<file path="config.mk">
export PLATFORM = sky130hd
export DESIGN_NAME = crypt_sequencer_flat
export DESIGN_NICKNAME = d
export VERILOG_FILES = /design/src/rtl/crypt_pkg.sv /design/src/rtl/crypt_sequencer_if.sv /design/src/rtl/crypt_bit_counter.sv /design/src/rtl/crypt_sequencer.sv /design/src/flat_wrapper.sv
export SDC_FILE = /design/constraint.sdc
export NUM_CORES = 1
export LEC_CHECK = 0
export ABC_AREA = 1
export BUFFER_PORTS_ARGS = -buffer_cell sky130_fd_sc_hd__buf_2
export CAP_MARGIN = 0
export CORE_ASPECT_RATIO = 0.6
export CORE_UTILIZATION = 54
export CTS_CLUSTER_SIZE = 28
export DETAILED_ROUTE_END_ITERATION = 16
export PLACE_DENSITY = 0.74
export SLEW_MARGIN = 40
export SYNTH_ARGS = -nofsm -noshare
export SYNTH_HDL_FRONTEND = slang
export SYNTH_HIERARCHICAL = 1
export SYNTH_SLANG_ARGS = --single-unit
</file>
<file path="constraint.sdc">
create_clock -name clk -period 2.6 [get_ports clk]
set_clock_uncertainty 0.1 [all_clocks]
set_input_delay 0.26 -clock clk [delete_from_list [all_inputs] [get_ports clk]]
set_output_delay 0.26 -clock clk [all_outputs]
set_load 0.01 [all_outputs]
</file>
<file path="src/rtl/crypt_pkg.sv">
// Shared types and default sizing for the crypt sequencer block.
package crypt_pkg;

  localparam int DEF_MSG_SIZE = 64;
  localparam int DEF_KEY_SIZE = 8;

  // Encodings are visible on state_dbg, so they are pinned explicitly.
  typedef enum logic [2:0] {
    S_IDLE     = 3'd0,
    S_LOAD_KEY = 3'd1,
    S_LOAD_MSG = 3'd2,
    S_ENCRYPT  = 3'd3,
    S_SEND     = 3'd4,
    S_DONE     = 3'd5
  } state_t;

endpackage

</file>
<file path="src/rtl/crypt_sequencer_if.sv">
// Serial key/message input stream and serial ciphertext output stream.
interface crypt_sequencer_if;
  logic sin;
  logic sin_valid;
  logic sin_ready;
  logic sout;
  logic sout_valid;
  logic sout_ready;

  modport slave (
    input  sin, sin_valid, sout_ready,
    output sin_ready, sout, sout_valid
  );

  modport master (
    output sin, sin_valid, sout_ready,
    input  sin_ready, sout, sout_valid
  );
endinterface

</file>
<file path="src/rtl/crypt_bit_counter.sv">
// Bit counter with clear, increment and a terminal-count flag.
// "last" is high while the count sits on the final position (term-1), so
// the caller can combine it with its transfer strobe to detect completion.
module crypt_bit_counter #(
  parameter int W = 7
) (
  input  logic         clk,
  input  logic         rst_n,
  input  logic         clr,
  input  logic         inc,
  input  logic [W-1:0] term,
  output logic         last
);

  logic [W-1:0] count;

  // Clear wins over increment.
  always_ff @(posedge clk or negedge rst_n) begin
    if (!rst_n)   count <= '0;
    else if (clr) count <= '0;
    else if (inc) count <= count + 1'b1;
  end

  assign last = (count == term - 1'b1);

endmodule

</file>
<file path="src/rtl/crypt_sequencer.sv">
// Serial XOR-with-repeating-key sequencer: load key, load message,
// encrypt in one cycle, then stream the ciphertext out MSB first.
module crypt_sequencer
  import crypt_pkg::*;
#(
  parameter int MSG_SIZE = DEF_MSG_SIZE,
  parameter int KEY_SIZE = DEF_KEY_SIZE
) (
  input  logic                clk,
  input  logic                rst_n,
  input  logic                ena,
  input  logic                start,
  input  logic                abort,
  crypt_sequencer_if.slave    sio,
  output logic                busy,
  output logic                done,
  output logic [2:0]          state_dbg
);

  localparam int CW   = $clog2(MSG_SIZE) + 1;
  localparam int REPS = MSG_SIZE / KEY_SIZE;
  localparam logic [CW-1:0] KEY_TERM = CW'(KEY_SIZE);
  localparam logic [CW-1:0] MSG_TERM = CW'(MSG_SIZE);

  state_t state, state_nxt;

  logic [KEY_SIZE-1:0] key_q;
  logic [MSG_SIZE-1:0] msg_q;
  logic [MSG_SIZE-1:0] ct_q;

  logic          sin_fire, sout_fire;
  logic          in_last, out_last;
  logic          in_clr, in_inc, out_clr, out_inc;
  logic [CW-1:0] in_term;

  // Handshake outputs; ena low drops both ready/valid so nothing moves.
  assign sio.sin_ready  = ena & ((state == S_LOAD_KEY) | (state == S_LOAD_MSG));
  assign sio.sout_valid = ena & (state == S_SEND);
  assign sio.sout       = (state == S_SEND) & ct_q[MSG_SIZE-1];

  // Abort outranks any transfer in the same cycle.
  assign sin_fire  = sio.sin_ready  & sio.sin_valid  & ~abort;
  assign sout_fire = sio.sout_valid & sio.sout_ready & ~abort;

  assign busy      = (state != S_IDLE);
  assign done      = ena & (state == S_DONE);
  assign state_dbg = state;

  // One input counter serves both load phases; it restarts between them.
  assign in_term = (state == S_LOAD_KEY) ? KEY_TERM : MSG_TERM;
  assign in_clr  = ena & ((state == S_IDLE) | abort |
                          ((state == S_LOAD_KEY) & sin_fire & in_last));
  assign in_inc  = sin_fire;
  assign out_clr = ena & ((state != S_SEND) | abort);
  assign out_inc = sout_fire;

  crypt_bit_counter #(.W(CW)) u_in_cnt (
    .clk   (clk),
    .rst_n (rst_n),
    .clr   (in_clr),
    .inc   (in_inc),
    .term  (in_term),
    .last  (in_last)
  );

  crypt_bit_counter #(.W(CW)) u_out_cnt (
    .clk   (clk),
    .rst_n (rst_n),
    .clr   (out_clr),
    .inc   (out_inc),
    .term  (MSG_TERM),
    .last  (out_last)
  );

  // State register.
  always_ff @(posedge clk or negedge rst_n) begin
    if (!rst_n)   state <= S_IDLE;
    else if (ena) state <= state_nxt;
  end

  // Next-state logic; start+abort together in IDLE stays put.
  always_comb begin
    state_nxt = state;
    if (abort && (state != S_IDLE)) begin
      state_nxt = S_IDLE;
    end else begin
      case (state)
        S_IDLE:     if (start && !abort)      state_nxt = S_LOAD_KEY;
        S_LOAD_KEY: if (sin_fire && in_last)  state_nxt = S_LOAD_MSG;
        S_LOAD_MSG: if (sin_fire && in_last)  state_nxt = S_ENCRYPT;
        S_ENCRYPT:                            state_nxt = S_SEND;
        S_SEND:     if (sout_fire && out_last) state_nxt = S_DONE;
        S_DONE:                               state_nxt = S_IDLE;
        default:                              state_nxt = S_IDLE;
      endcase
    end
  end

  // Key/message shift-in, one-shot encrypt, ciphertext shift-out.
  // Key and message only change on accepted input bits, so they survive
  // past DONE until the next session overwrites them.
  always_ff @(posedge clk or negedge rst_n) begin
    if (!rst_n) begin
      key_q <= '0;
      msg_q <= '0;
      ct_q  <= '0;
    end else if (ena && !abort) begin
      if (sin_fire && (state == S_LOAD_KEY))
        key_q <= {key_q[KEY_SIZE-2:0], sio.sin};
      if (sin_fire && (state == S_LOAD_MSG))
        msg_q <= {msg_q[MSG_SIZE-2:0], sio.sin};
      if (state == S_ENCRYPT)
        ct_q <= msg_q ^ {REPS{key_q}};
      else if (sout_fire)
        ct_q <= {ct_q[MSG_SIZE-2:0], 1'b0};
    end
  end

endmodule

</file>
<file path="src/flat_wrapper.sv">
// flat-port wrapper written by rule: the top's interface ports become plain ports
module crypt_sequencer_flat import crypt_pkg::*;
#(
  parameter int MSG_SIZE = DEF_MSG_SIZE,
  parameter int KEY_SIZE = DEF_KEY_SIZE
)
  (clk, rst_n, ena, start, abort, busy, done, state_dbg, sio_sin, sio_sin_valid, sio_sout_ready, sio_sin_ready, sio_sout, sio_sout_valid);
  crypt_sequencer_if sio_i ();
  input  logic clk;
  input  logic rst_n;
  input  logic ena;
  input  logic start;
  input  logic abort;
  output logic busy;
  output logic done;
  output logic [2:0] state_dbg;
  input wire logic [$bits(sio_i.sin)-1:0] sio_sin;
  input wire logic [$bits(sio_i.sin_valid)-1:0] sio_sin_valid;
  input wire logic [$bits(sio_i.sout_ready)-1:0] sio_sout_ready;
  output wire logic [$bits(sio_i.sin_ready)-1:0] sio_sin_ready;
  output wire logic [$bits(sio_i.sout)-1:0] sio_sout;
  output wire logic [$bits(sio_i.sout_valid)-1:0] sio_sout_valid;
  assign sio_i.sin = sio_sin;
  assign sio_i.sin_valid = sio_sin_valid;
  assign sio_i.sout_ready = sio_sout_ready;
  assign sio_sin_ready = sio_i.sin_ready;
  assign sio_sout = sio_i.sout;
  assign sio_sout_valid = sio_i.sout_valid;
  crypt_sequencer #(.MSG_SIZE(MSG_SIZE), .KEY_SIZE(KEY_SIZE)) u_core (.clk(clk), .rst_n(rst_n), .ena(ena), .start(start), .abort(abort), .sio(sio_i), .busy(busy), .done(done), .state_dbg(state_dbg));
endmodule
</file>
After elaboration in Yosys (flattened, before gate mapping)
Index checks and enable logic that the tools add are counted.

Register bits after elaboration: 153. Bits of input ports: 8. Logic and storage cells: 69.

Add/sub/neg operators: 3. Equal/unequal tests: 12. Multiplexer cells: 13. Bitwise operators: 18. Reduce and logical (&&, ||, !) cells: 17.

Operators by type and width (count): 2-to-1 mux 64 bit (2); bitwise XOR 64 bit (1); 2-to-1 mux 7 bit (5); 2-to-1 mux 3 bit (5); inequality test 3 bit, second input constant (5); case mux 3 bit (5 select lines) (1); adder 7 x 1 -> 7 bit, second input constant (2); bitwise AND 1 bit (12); == test 7 x 6 -> 1 bit, second input constant (1); == test 7 bit (1); logical AND 1 bit (7); subtractor 7 x 1 -> 7 bit, second input constant (1); == test 3 x 2 -> 1 bit, second input constant (2); == test 3 bit, second input constant (2); AND reduction 2 bit (3); nonzero test 2 bit (3); AND reduction 5 bit (1); bitwise OR 1 bit (4); == test 3 x 1 -> 1 bit, second input constant (1); logical NOT 3 bit (1); nonzero test 3 bit (1); logical NOT 1 bit (1); NOT 1 bit (1).

Depth between registers and ports, before layout
Gate-level depths: netlist of run 1.

Depth after elaboration: 10. Depth in mapped cells: 18. Gate-level depth less buffers: 17.

Hierarchy
The synthesis of run 1 kept the hierarchy.

By module, submodules not included: crypt_sequencer (instances 1, cells an instance 747, area an instance 6776.5 µm², seq. area each 3478.3 µm²); crypt_bit_counter (instances 2, cells an instance 107, area an instance 621.8 µm², seq. area each 175.2 µm²).

Worst setup path after synthesis of run 1
OpenSTA, ideal clock, no wires.

Path type: reg2reg. From: register u_core.state[1] (netlist: u_core/state_dbg[1]). To: register u_core.u_in_cnt.count[5]. Setup time: 73 ps. Arrival time: 2296 ps. Setup slack: 131 ps. Cell stages (with the launch flop): 18. Path buffers: 1. Period minus slack after synthesis: 2469 ps. Path through: dfrtp_1 buf_2 inv_1 nand3_1 inv_1 nor2_1 nand2_1 nand2_1 nand2_1 nor2_1 nand3_1 nor2_1 nand2_1 a31oi_1 nor2_2 nor3_2 nand2_1 a21oi_2.

Elaborated cells between the ends (all ways): 17. Those cells by class: 1 x add/sub; 3 x eq/ne; 2 x mux; 9 x bitwise; 2 x reduce/logical.

RTL lines: from (decl) (RTL line crypt_sequencer.sv:25) `state_t state, state_nxt;`; from (signal assigned) (RTL line crypt_sequencer.sv:78) `else if (ena) state <= state_nxt;`; == test 3 x 1 -> 1 bit (*) (RTL line crypt_sequencer.sv:50) `assign in_term = (state == S_LOAD_KEY) ? KEY_TERM : MSG_TERM;`; 2-to-1 mux 7 bit (*) (RTL line crypt_sequencer.sv:50); named net u_core.in_term[6] (RTL line crypt_sequencer.sv:34) `logic [CW-1:0] in_term;`; subtractor 7 x 1 -> 7 bit (*) (RTL line crypt_bit_counter.sv:24) `assign last = (count == term - 1'b1);`; == test 7 bit (*) (RTL line crypt_bit_counter.sv:24); named net u_core.in_last (RTL line crypt_sequencer.sv:32) `logic in_last, out_last;`; bitwise AND 1 bit (*) (RTL line crypt_sequencer.sv:52) `((state == S_LOAD_KEY) & sin_fire & in_last));`; bitwise OR 1 bit (*) (RTL line crypt_sequencer.sv:51) `assign in_clr = ena & ((state == S_IDLE) | abort |`; bitwise AND 1 bit (*) (RTL line crypt_sequencer.sv:51); named net u_core.in_clr (RTL line crypt_sequencer.sv:33) `logic in_clr, in_inc, out_clr, out_inc;`; 2-to-1 mux 7 bit / nonzero test 2 bit (equally long branches); to (signal assigned) (RTL line crypt_bit_counter.sv:21) `else if (inc) count <= count + 1'b1;`; to (decl) (RTL line crypt_bit_counter.sv:15) `logic [W-1:0] count;`.

The timed path passes the listed nets; every way through them passes the cells marked *. A chain may end at the register's enable or synchronous reset.

Worst setup path in the final report of run 1
From: register u_core.state[0] (netlist: u_core/state_dbg[0]). To: register u_core.u_in_cnt.count[4].

The elaborated chain is that of the path after synthesis.

==> summary.txt, run 1 <==
Route
  • Residual DRC: 0
  • Count of nets left with antenna violations after detail routing: 0
  • Initial drt markers: 479
  • Vias: 6,017
  • Via density: 4.993
  • Routed WL per cell: 13.40 um
  • Routed wire length: between 15 and 20 mm
  • Drt first pass iters: 5

Power
  • Int Pwr: 5006 uW
  • Clock Power Share: 0.354
  • Combinational power share: 0.199
  • Reg power frac: 0.447
  • LEAKAGE: 0.004120 uW
  • Sw frac: 0.3054
  • PD cells: 800.7 nW/um^2
  • Max VDD drop: ~0.00040 V
  • Total power draw: 7207 uW
  • Net switching power: 2201 uW

Hold path
  • Worst hold path class: input port to flop

Layout
  • Area of the multi-input gates: around 3700 um^2
  • Post-layout instance area: 9001 um^2
  • Fillers: roughly 1,200
  • Layout cells sized above 1: 0.1341
  • Reg area: 3829 um^2
  • Antenna diodes: 0
  • Final core utilization: 0.6205
  • Fin nets: 1,007
  • Syn-to-layout area delta: 12.23%

Placement
  • DP HPWL: 10.07 mm
  • Placed cell area: 8323 um^2
  • DP Worst Slack: 0.005686 ns
  • Port bufs: 15
  • Routability cong.: 0.8709

Clock network
  • Htree depth: 4
  • Clock tree buffer depth: 2
  • Root Buffer: clkbuf_16
  • Clk sinks: 153
  • Worst-skew pair later-pin latency: 0.42 ns
  • TritonCTS Buffers: 17
  • CTS tree: yes
  • Reg clk slew, reported paths: roughly 0.060 ns

Synth
  • Ys async rst share: 1.000
  • Ranking of synthesized cells by area: dfrtp_1 (48%), nand2_1 (9.6%), a21oi_2 (6.2%), nor2_1 (5.8%), xnor2_1 (5.8%)
  • Post-synth EDFFs: 0
  • Register area share after synthesis: 0.4774
  • Most used DFF post-synth: dfrtp_1
  • Area leader, netlist: dfrtp_1
  • Syn Area/Cell: between 8 and 9 um^2
  • Top-area cell type share of the netlist area: 0.4774
  • Unique cell type count in the Yosys netlist: 30
  • YS warnings: 6
  • Post-Syn Instances: roughly 960
  • Number of synthesized register bits: about 150
  • Syn Std Cell Area: 8020 um^2

Global routing
  • Initial antenna violation count: 0
  • First-pass GRT wire length: 27.82 mm
  • Total GRT Usage: 0.2327
  • Vias in the first global route: 5,676
  • GR Overflow Total: 0
  • Largest net degree at the start of global routing: 102

STA
  • Setup_tns: 0 ns
  • Fin. Hold Viols: 0
  • Final min period: approximately 2.4 ns
  • Worst Tran Pin Value: 0.7381 ns
  • Highest Clock Rate: 425.3 MHz
  • Max-slew violations: 0
  • Max_slew headroom: 0.5080
  • RSZ-0062 raised after global routing: false
  • Final setup viols: 0
  • Period utilization: 0.9043
  • Worst Setup Slack, final: 0.2489 ns

Floorplanning
  • Starting Density: 0.5529
  • Die area: 15,360 um^2
  • Row Count: 34
  • Core Region: 14,510 um^2
  • Io pins: 16
  • Die Wd: 159.3 um
  • Die height: 96.40 um

Setup path
  • Critical-path top delay cell: dfrtp_1
  • Worst setup EP type: flop
  • CP cell instances: nand3_2 -> inv_1 -> nor2_2 -> nand2_1 -> nand2_1 -> nand2_1 -> nor2_1 -> nand3_1 -> nor2_2 -> nand2_1 -> a31oi_4 -> nor2_4 -> nor3_4 -> nand3_1 -> nand2_1 -> a21oi_1
  • Worst EP arrival: 2.56 ns
  • Crit Path Category: flop to flop
  • Worst EP required: around 2.8 ns
  • Worst path most repeated cell: nand2_1
  • Peak fanout along the critical path: 5
  • Critical Path Start Type: flop
  • Max incr delay on CP: 0.39 ns

Run
  • Max-cap violations: 0

Run status
  • Outcome: completed
## stage by stage
stage          hold slack [ns]  cells
6_report                0.1291   1205
5_1_grt                 0.1596   1205
4_1_cts                 0.1019   1203
3_5_place_dp            0.1748   1170
3_3_place_gp            0.1699   1170
2_1_floorplan          -0.1356    991
## cells in the final DEF, fill, tap and decap left out, types with 2 or more instances in the layout
| master | synthesis | layout |
|---|---|---|
| o21ai_0 | 87 | 87 |
| clkbuf_1 | 17 | 3 |
| nor2_1 | 124 | 122 |
| buf_2 | 13 | 14 |
| buf_12 | 0 | 5 |
| inv_2 | 2 | 2 |
| nor3_2 | 4 | 3 |
| clkbuf_16 | 0 | 17 |
| a21boi_0 | 12 | 12 |
| nand4_1 | 8 | 8 |
| ha_1 | 4 | 4 |
| nand3_1 | 27 | 26 |
| nand2_1 | 205 | 204 |
| xnor2_1 | 53 | 53 |
| nor2_2 | 3 | 4 |
| clkinv_2 | 0 | 2 |
| clkbuf_8 | 0 | 4 |
| o21ai_1 | 6 | 6 |
| a21oi_2 | 57 | 57 |
| buf_4 | 5 | 13 |
| conb_1 | 2 | 32 |
| xor2_1 | 13 | 13 |
| a21oi_1 | 52 | 52 |
| bufinv_16 | 0 | 3 |
| clkinvlp_4 | 0 | 2 |
| nor3_1 | 2 | 2 |
| dlygate4sd3_1 | 0 | 2 |
| dfrtp_1 | 153 | 153 |
| o21a_1 | 6 | 6 |
| nor2_4 | 1 | 2 |
| inv_1 | 86 | 86 |
## cells by family (layout without fill, tap and decap cells)
group | count (synthesis) | count (layout) | synth area share
XOR/XNOR | 66 | 66 | 0.07208
AND/OR/NAND/NOR | 377 | 377 | 0.1908
adder cells (fa/ha/maj) | 4 | 4 | 0.006240
AO/OA/AOI/OAI | 221 | 221 | 0.1704
flip-flops | 153 | 153 | 0.4774
buffers and inverters | 138 | 154 | 0.08221
other | 2 | 32 | 0.0009364
## power by group through the flow
stage / clock (uW) / combinational, uW / sequential [uW]
2_1_floorplan: 0 / 1340 / 2870
3_3_place_gp: 0 / 1360 / 3250
3_5_place_dp: 0 / 1380 / 3250
4_1_cts: 2590 / 1410 / 3220
5_1_grt: 2690 / 1630 / 3270
6_report: 2550 / 1430 / 3220
## cell type report
type | count | share of cell area
Clock buffer | 24 | 0.05463
Clock inverter | 7 | 0.01279
Inverter | 88 | 0.03670
Multi-Input combinational cell | 700 | 0.4098
Sequential cell | 153 | 0.4254
Tap cell | 198 | 0.02752
Timing Repair Buffer | 35 | 0.03322
## worst max-delay path, delay by kind of cell, from the launching register on
family	cells	cell delay, ns
simple gates	13	1.35
flops	1	0.39
compound gates	2	0.31
buf+inv	1	0.09
## final timing paths
check                                                     start                                    end  slack, ns  cells past startpoint
worst max-delay path            u_core/state_dbg[0]$_DFFE_PN0P_   u_core/u_in_cnt/count[4]$_DFFE_PN0P_       0.25                     16
worst min-delay path                                      abort        u_core/state_dbg[2]$_DFFE_PN0P_       0.13                      4
worst max register to register  u_core/state_dbg[0]$_DFFE_PN0P_   u_core/u_in_cnt/count[4]$_DFFE_PN0P_       0.25                     16
worst min register to register      u_core/ct_q[22]$_DFFE_PN0P_            u_core/ct_q[22]$_DFFE_PN0P_       0.41                      2
max in group asynchronous                                 rst_n           u_core/msg_q[37]$_DFFE_PN0P_       1.46                      3
min in group asynchronous                                 rst_n  u_core/u_out_cnt/count[5]$_DFFE_PN0P_       0.28                      2
## timing repair
action,in CTS,in global routing
setup endpoints to repair,1,4
hold endpoints to repair,60,0
cloned,0,0
pin swaps,0,4
hold buffers,2,0
gates resized for setup,1,6
buffers inserted,0,2
## flip-flops by register name, summed over array words and instances, names as in the netlist
signal and cells:
u_core/msg_q 64, u_core/ct_q 64, u_core/u_in_cnt/count 7, u_core/state_dbg 3, u_core/key_q 8, u_core/u_out_cnt/count 7
## synthesized netlist by cell type, types with 5 or more instances
library cell / number
o21ai_1: 6
clkbuf_1: 17
nand2_1: 205
o21ai_0: 87
a21boi_0: 12
inv_1: 86
buf_2: 13
o21a_1: 6
xnor2_1: 53
buf_4: 5
xor2_1: 13
a21oi_1: 52
buf_6: 14
nand3_1: 27
nor2_1: 124
nand4_1: 8
a21oi_2: 57
dfrtp_1: 153
## routing by layer
layer | wire [um] | share of wire | up-vias | GRT usage
met5 | 0 | 0 | - | 0
met3 | 636 | 0.039 | 13 | 0.04183
met4 | 153 | 0.0095 | 0 | 0.06971
met2 | 6882 | 0.43 | 109 | 0.3743
li1 | - | - | 3108 | -
met1 | 8475 | 0.52 | 2787 | 0.3263
No activity file was read; power rests on OpenSTA's default activity.
==> inputs of run 2 (changes only) <==
Settings changed: CAP_MARGIN 0 to 20, CORE_ASPECT_RATIO 0.6 to 1.5.
==> summary.txt, run 2 (synthesis gave the netlist of run 1 again) <==
Run status
  • Outcome: completed

Setup path
  • Critical Path End: u_core/u_in_cnt/count[5]$_DFFE_PN0P_
  • Worst EP required: 2.82 ns (about the same)
  • Critical Path Start Type: flop
  • Critical-path top delay cell: dfrtp_1
  • Max incr delay on CP: 0.39 ns (about the same)
  • Register-to-register setup slack: 0.28 ns (+0.04 ns)
  • Register-to-Register Path Depth: 16 (unchanged)
  • Worst path most repeated cell: nand2_1
  • CP cell instances: inv_2 -> nand3_1 -> inv_1 -> inv_1 -> nand2_1 -> o21ai_0 -> nand2_1 -> nand2_1 -> nor2_1 -> nand2_1 -> a31oi_2 -> nor2_2 -> nor3_2 -> nand2_1 -> nand2_1 -> a21oi_2
  • Worst setup EP type: flop
  • Crit Path Category: flop to flop
  • FF-to-FF Start: u_core/state_dbg[2]$_DFFE_PN0P_
  • Worst reg2reg path endpoint: u_core/u_in_cnt/count[5]$_DFFE_PN0P_
  • CP startpoint: u_core/state_dbg[2]$_DFFE_PN0P_
  • Peak fanout along the critical path: 5 (unchanged)
  • Worst EP arrival: 2.53 ns (-0.03 ns)

Global routing
  • Initial antenna violation count: 0 (unchanged)
  • Vias in the first global route: 5,789 (+2.0%)
  • Total GRT Usage: 0.2239 (-0.008830)
  • GR Overflow Total: 0 (unchanged)
  • First-pass GRT wire length: 26.48 mm (-4.8%)
  • Largest net degree at the start of global routing: 102 (unchanged)

Layout
  • Area of the multi-input gates: 3659 um^2 (-0.81%)
  • Largest regs: u_core/ct_q (64), u_core/msg_q (64), u_core/key_q (8)
  • Post-layout instance area: 8904 um^2 (-1.1%)
  • Reg area: 3829 um^2 (unchanged)
  • Antenna diodes: 0 (unchanged)
  • Layout cells sized above 1: 0.1331 (-0.0009930)
  • Fillers: 1,242 (+1.2%)
  • Fin nets: 1,006 (-0.099%)
  • Most frequent cells in the layout: nand2_1 (204), dfrtp_1 (153), nor2_1 (124)
  • Syn-to-layout area delta: 11.01%
  • Commonest non-fill, non-tap cell in the layout: nand2_1

Placement
  • Port bufs: 15 (unchanged)
  • DP HPWL: 9.788 mm (-2.8%)
  • Routability cong.: 0.7773 (-11%)
  • Placed cell area: 8315 um^2 (about the same)

STA
  • Fin. Hold Viols: 0 (unchanged)
  • Period utilization: 0.8905 (-0.01380)
  • Highest Clock Rate: 431.9 MHz (+1.5%)
  • Max_slew headroom: 0.4995 (-0.008455)
  • Final min period: 2.315 ns (-0.03588 ns)
  • Worst Tran Pin Value: 0.7508 ns (+0.01268 ns)
  • Setup_tns: 0 ns (unchanged)
  • Max-slew violations: 0 (unchanged)
  • RSZ-0062 raised after global routing: false
  • Final setup viols: 0 (unchanged)

Clock network
  • Clk sinks: 153 (unchanged)
  • Htree depth: 4 (unchanged)
  • Clock tree buffer depth: 2 (unchanged)
  • TritonCTS Buffers: 17 (unchanged)
  • Root Buffer: clkbuf_16
  • Reg clk slew, reported paths: 0.06 ns (about the same)
  • CTS tree: yes
  • Worst-skew pair later-pin latency: 0.42 ns (about the same)

Route
  • Count of nets left with antenna violations after detail routing: 0 (unchanged)
  • Vias: 6,026 (+0.15%)
  • Residual DRC: 0 (unchanged)
  • Drt first pass iters: 4 (-1)
  • Initial drt markers: 286 (-40%)
  • Via density: 5.009 (+0.32%)
  • Routed wire length: 15.53 mm (-3.8%)
  • Routed WL per cell: 12.91 um (-3.6%)

Floorplanning
  • Die Wd: 101.5 um (-36%)
  • Row Count: 54 (+59%)
  • Starting Density: 0.5521 (-0.0007619)
  • Die area: 15,350 um^2 (about the same)
  • Core Region: 14,530 um^2 (+0.14%)
  • Io pins: 16 (unchanged)
  • Die height: 151.3 um (+57%)

Power
  • LEAKAGE: 0.004070 uW (-1.2%)
  • PD cells: 783.3 nW/um^2 (-2.2%)
  • Max VDD drop: 0.0004601 V (+15%)

Hold path
  • Hold Path Depth: 4 (unchanged)
  • Worst hold start: abort
  • Worst hold path class: input port to flop

Run
  • Max-cap violations: 0 (unchanged)
-- run 2: per-layer routing --
layer | global-route usage | part of all wire | vias to the layer above
li1 | - | - | 3101
met4 | 0.07319 | 0.013 | 0
met2 | 0.4078 | 0.53 | 68
met3 | 0.03922 | 0.022 | 17
met1 | 0.2629 | 0.44 | 2840
met5 | 0 | 0 | -
-- run 2: stage by stage --
stage	utilization	cells	total power [uW]	setup slack, ns	hold slack, ns
final	0.6129	1203	6974	0.2847	0.1197
after detailed placement	0.5724	1169	4658	0.1896	0.1720
after global placement	0.5724	1169	4606	0.3091	0.1725
after floorplan	-	991	4215	0.1308	-0.1356
after CTS	0.6125	1203	7040	0.1816	0.1051
after global routing	0.6129	1203	7366	0.05094	0.1548
-- run 2: worst min-delay path by stage --
stage	endpoint	slack, ns
global route	u_core/state_dbg[2]$_DFFE_PN0P_	0.15
floorplan	u_core/ct_q[0]$_DFFE_PN0P_	-0.14
global placement	u_core/ct_q[25]$_DFFE_PN0P_	0.17
detailed placement	u_core/ct_q[25]$_DFFE_PN0P_	0.17
finish	u_core/state_dbg[2]$_DFFE_PN0P_	0.12
CTS	u_core/state_dbg[2]$_DFFE_PN0P_	0.11
-- run 2: final cells by class --
type / instances / share of cell area
tap: 196 / 0.02754
timing repair buffer: 34 / 0.03134
clock inverter: 14 / 0.01490
multi-input combinational: 700 / 0.4109
clock buffer: 18 / 0.04820
sequential: 153 / 0.4300
inverter: 88 / 0.03710
-- run 2: power breakdown --
group / internal, uW / switching [uW] / leakage [uW]
clock network: 1400 / 956 / 0.000267
registers: 2700 / 531 / 0.00195
logic: 693 / 702 / 0.00185
-- run 2: critical path, delay by kind of cell (launching register included) --
kind | cells | cell delay (ns)
buf+inv | 3 | 0.32
simple gates | 10 | 1.06
flops | 1 | 0.39
compound gates | 3 | 0.34
-- run 2: what timing repair did --
action,4_1_cts,5_1_grt
setup endpoints to repair,0,2
hold buffers,2,0
endpoints found under the hold margin,58,0
resized for setup,0,1
buffers inserted,0,0
==> inputs of run 3 (changes only) <==
Clock period 2.6 ns to 2.62 ns, I/O delays scaled along.
==> summary.txt, run 3 (synthesis gave the netlist of run 1 again) <==
Floorplanning
  • Row Count: 54 (unchanged)
  • Starting Density: 0.5521 (unchanged)
  • Die area: 15,350 um^2 (unchanged)
  • Io pins: 16 (unchanged)
  • Core Region: 14,530 um^2 (unchanged)
  • Die Wd: 101.5 um (unchanged)
  • Die height: 151.3 um (unchanged)

Hold path
  • Worst hold path class: input port to flop

Placement
  • Port bufs: 15 (unchanged)
  • DP HPWL: 9.782 mm (about the same)
  • Placed cell count: 1,167 (-0.17%)
  • Routability cong.: 0.7901 (+1.6%)

Clock network
  • Clk sinks: 153 (unchanged)
  • Root Buffer: clkbuf_16
  • Clock tree buffer depth: 2 (unchanged)
  • TritonCTS Buffers: 17 (unchanged)
  • CTS tree: yes
  • Htree depth: 4 (unchanged)
  • Reg clk slew, reported paths: 0.06 ns (about the same)
  • Post-CTS Setup Bufs: 0 (unchanged)
  • Worst-skew pair later-pin latency: 0.41 ns (about the same)

Global routing
  • Total GRT Usage: 0.2256 (+0.001747)
  • Vias in the first global route: 5,740 (-0.85%)
  • Initial antenna violation count: 0 (unchanged)
  • First-pass GRT wire length: 26.70 mm (+0.86%)
  • GR Overflow Total: 0 (unchanged)
  • Largest net degree at the start of global routing: 127 (+25%)

Layout
  • Most frequent cells in the layout: nand2_1 (204), dfrtp_1 (152), nor2_1 (124)
  • Syn-to-layout area delta: 11.62%
  • Layout cells sized above 1: 0.1313 (-0.001725)
  • Fin nets: 1,004 (-0.20%)
  • Antenna diodes: 0 (unchanged)
  • Largest regs: u_core/ct_q (64), u_core/msg_q (64), u_core/key_q (8)
  • Non-filler cells, final: 1,201 (-0.17%)
  • Commonest non-fill, non-tap cell in the layout: nand2_1

STA
  • Max_slew headroom: 0.5017 (+0.002203)
  • Fin. Hold Viols: 0 (unchanged)
  • RSZ-0062 raised after global routing: false
  • Final min period: 2.408 ns (+0.09266 ns)
  • Period utilization: 0.9191 (+0.02857)
  • Final setup viols: 0 (unchanged)
  • Max-slew violations: 0 (unchanged)
  • Setup_tns: 0 ns (unchanged)
  • Highest Clock Rate: 415.3 MHz (-3.8%)
  • Worst Tran Pin Value: 0.7474 ns (-0.003305 ns)

Route
  • Initial drt markers: 323 (+13%)
  • Residual DRC: 0 (unchanged)
  • Count of nets left with antenna violations after detail routing: 0 (unchanged)
  • Drt first pass iters: 5 (+1)
  • Routed wire length: 15.70 mm (+1.1%)
  • Routed WL per cell: 13.07 um (+1.2%)
  • Via density: 5.063 (+1.1%)
  • Vias: 6,081 (+0.91%)

Power
  • LEAKAGE: 0.004086 uW (+0.40%)
  • Max VDD drop: 0.0005108 V (+11%)
  • PD cells: 785.8 nW/um^2 (+0.32%)

Setup path
  • Crit Path Category: flop to flop
  • Peak fanout along the critical path: 6 (+1)
  • Worst setup EP type: flop
  • Worst EP arrival: 2.65 ns (+0.12 ns)
  • Critical Path Start Type: flop
  • Worst EP required: 2.87 ns (+0.05 ns)

Run status
  • Outcome: completed

Run
  • Max-cap violations: 0 (unchanged)
==> run 3: cell types whose count changed in the layout (fill, tap and decap cells not counted), sizes merged <==
cell      previous run  this run
buf                 32        30
inv                 88        90
clkinvlp             5         2
clkinv               7         4
clkbuf              18        22
==> run 3: per-stage QoR <==
| step | area (um^2) | util | power (uW) | worst slack (ns) | hold WS (ns) |
|---|---|---|---|---|---|
| 6_report | 8952 | 0.6163 | 7035 | 0.2121 | 0.1244 |
| 3_3_place_gp | 8325 | 0.5731 | 4570 | 0.1849 | 0.2147 |
| 5_1_grt | 8952 | 0.6163 | 7427 | 0.006399 | 0.1479 |
| 2_1_floorplan | 8133 | - | 4182 | 0.1508 | -0.1336 |
| 4_1_cts | 8936 | 0.6152 | 7082 | 0.02726 | 0.1152 |
| 3_5_place_dp | 8325 | 0.5731 | 4630 | 0.04337 | 0.2119 |
==> run 3: final timing paths <==
check	startpoint	end	slack [ns]	depth (start not counted)
worst max-delay path	u_core/state_dbg[2]$_DFFE_PN0P_	u_core/u_in_cnt/count[5]$_DFFE_PN0P_	0.21	16
worst min-delay path	abort	u_core/state_dbg[2]$_DFFE_PN0P_	0.12	4
worst max register to register	u_core/state_dbg[2]$_DFFE_PN0P_	u_core/u_in_cnt/count[5]$_DFFE_PN0P_	0.21	16
worst min register to register	u_core/ct_q[36]$_DFFE_PN0P_	u_core/ct_q[36]$_DFFE_PN0P_	0.41	2
max in group asynchronous	rst_n	u_core/ct_q[34]$_DFFE_PN0P_	1.35	3
min in group asynchronous	rst_n	u_core/ct_q[25]$_DFFE_PN0P_	0.32	2
==> run 3: power breakdown <==
| part | internal, uW | switching [uW] | leakage, uW |
|---|---|---|---|
| registers | 2670 | 538 | 0.00195 |
| clock network | 1480 | 949 | 0.000287 |
| logic | 692 | 699 | 0.00185 |
==> run 3: area by class of cell <==
cell class,instances,area (um^2)
Fill cell,1254,5574
Clock inverter,10,116.4
Timing Repair Buffer,32,289.0
Inverter,88,330.3
Tap cell,196,245.2
Clock buffer,22,474.2
Sequential cell,153,3830
Multi-Input combinational cell,700,3667
==> run 3: critical path, stage by stage (launching register included) <==
cell and delay, ns:
dfrtp_2 0.41, inv_2 0.08, nand3_1 0.14, inv_1 0.10
nor2_1 0.13, nand2_1 0.08, nand2_1 0.07, nand2_1 0.05
nor2_1 0.09, nand3_1 0.08, nor2_1 0.13, nand2_1 0.10
a31oi_4 0.20, nor2_2 0.11, nor3_2 0.24, nand2_1 0.10
a21oi_2 0.14
==> run 3: per-layer routing <==
metal	global-route usage	wire length [um]	vias to the layer above
met4	0.08913	352	0
met2	0.3986	8150	79
met5	0	0	-
li1	-	-	3094
met3	0.03738	385	30
met1	0.2711	6811	2878
==> run 3: repair_timing <==
| item | CTS | global route |
|---|---|---|
| setup endpoints to repair | 0 | 5 |
| resized for setup | 0 | 3 |
| endpoints found under the hold margin | 65 | 0 |
| hold buffers | 2 | 0 |
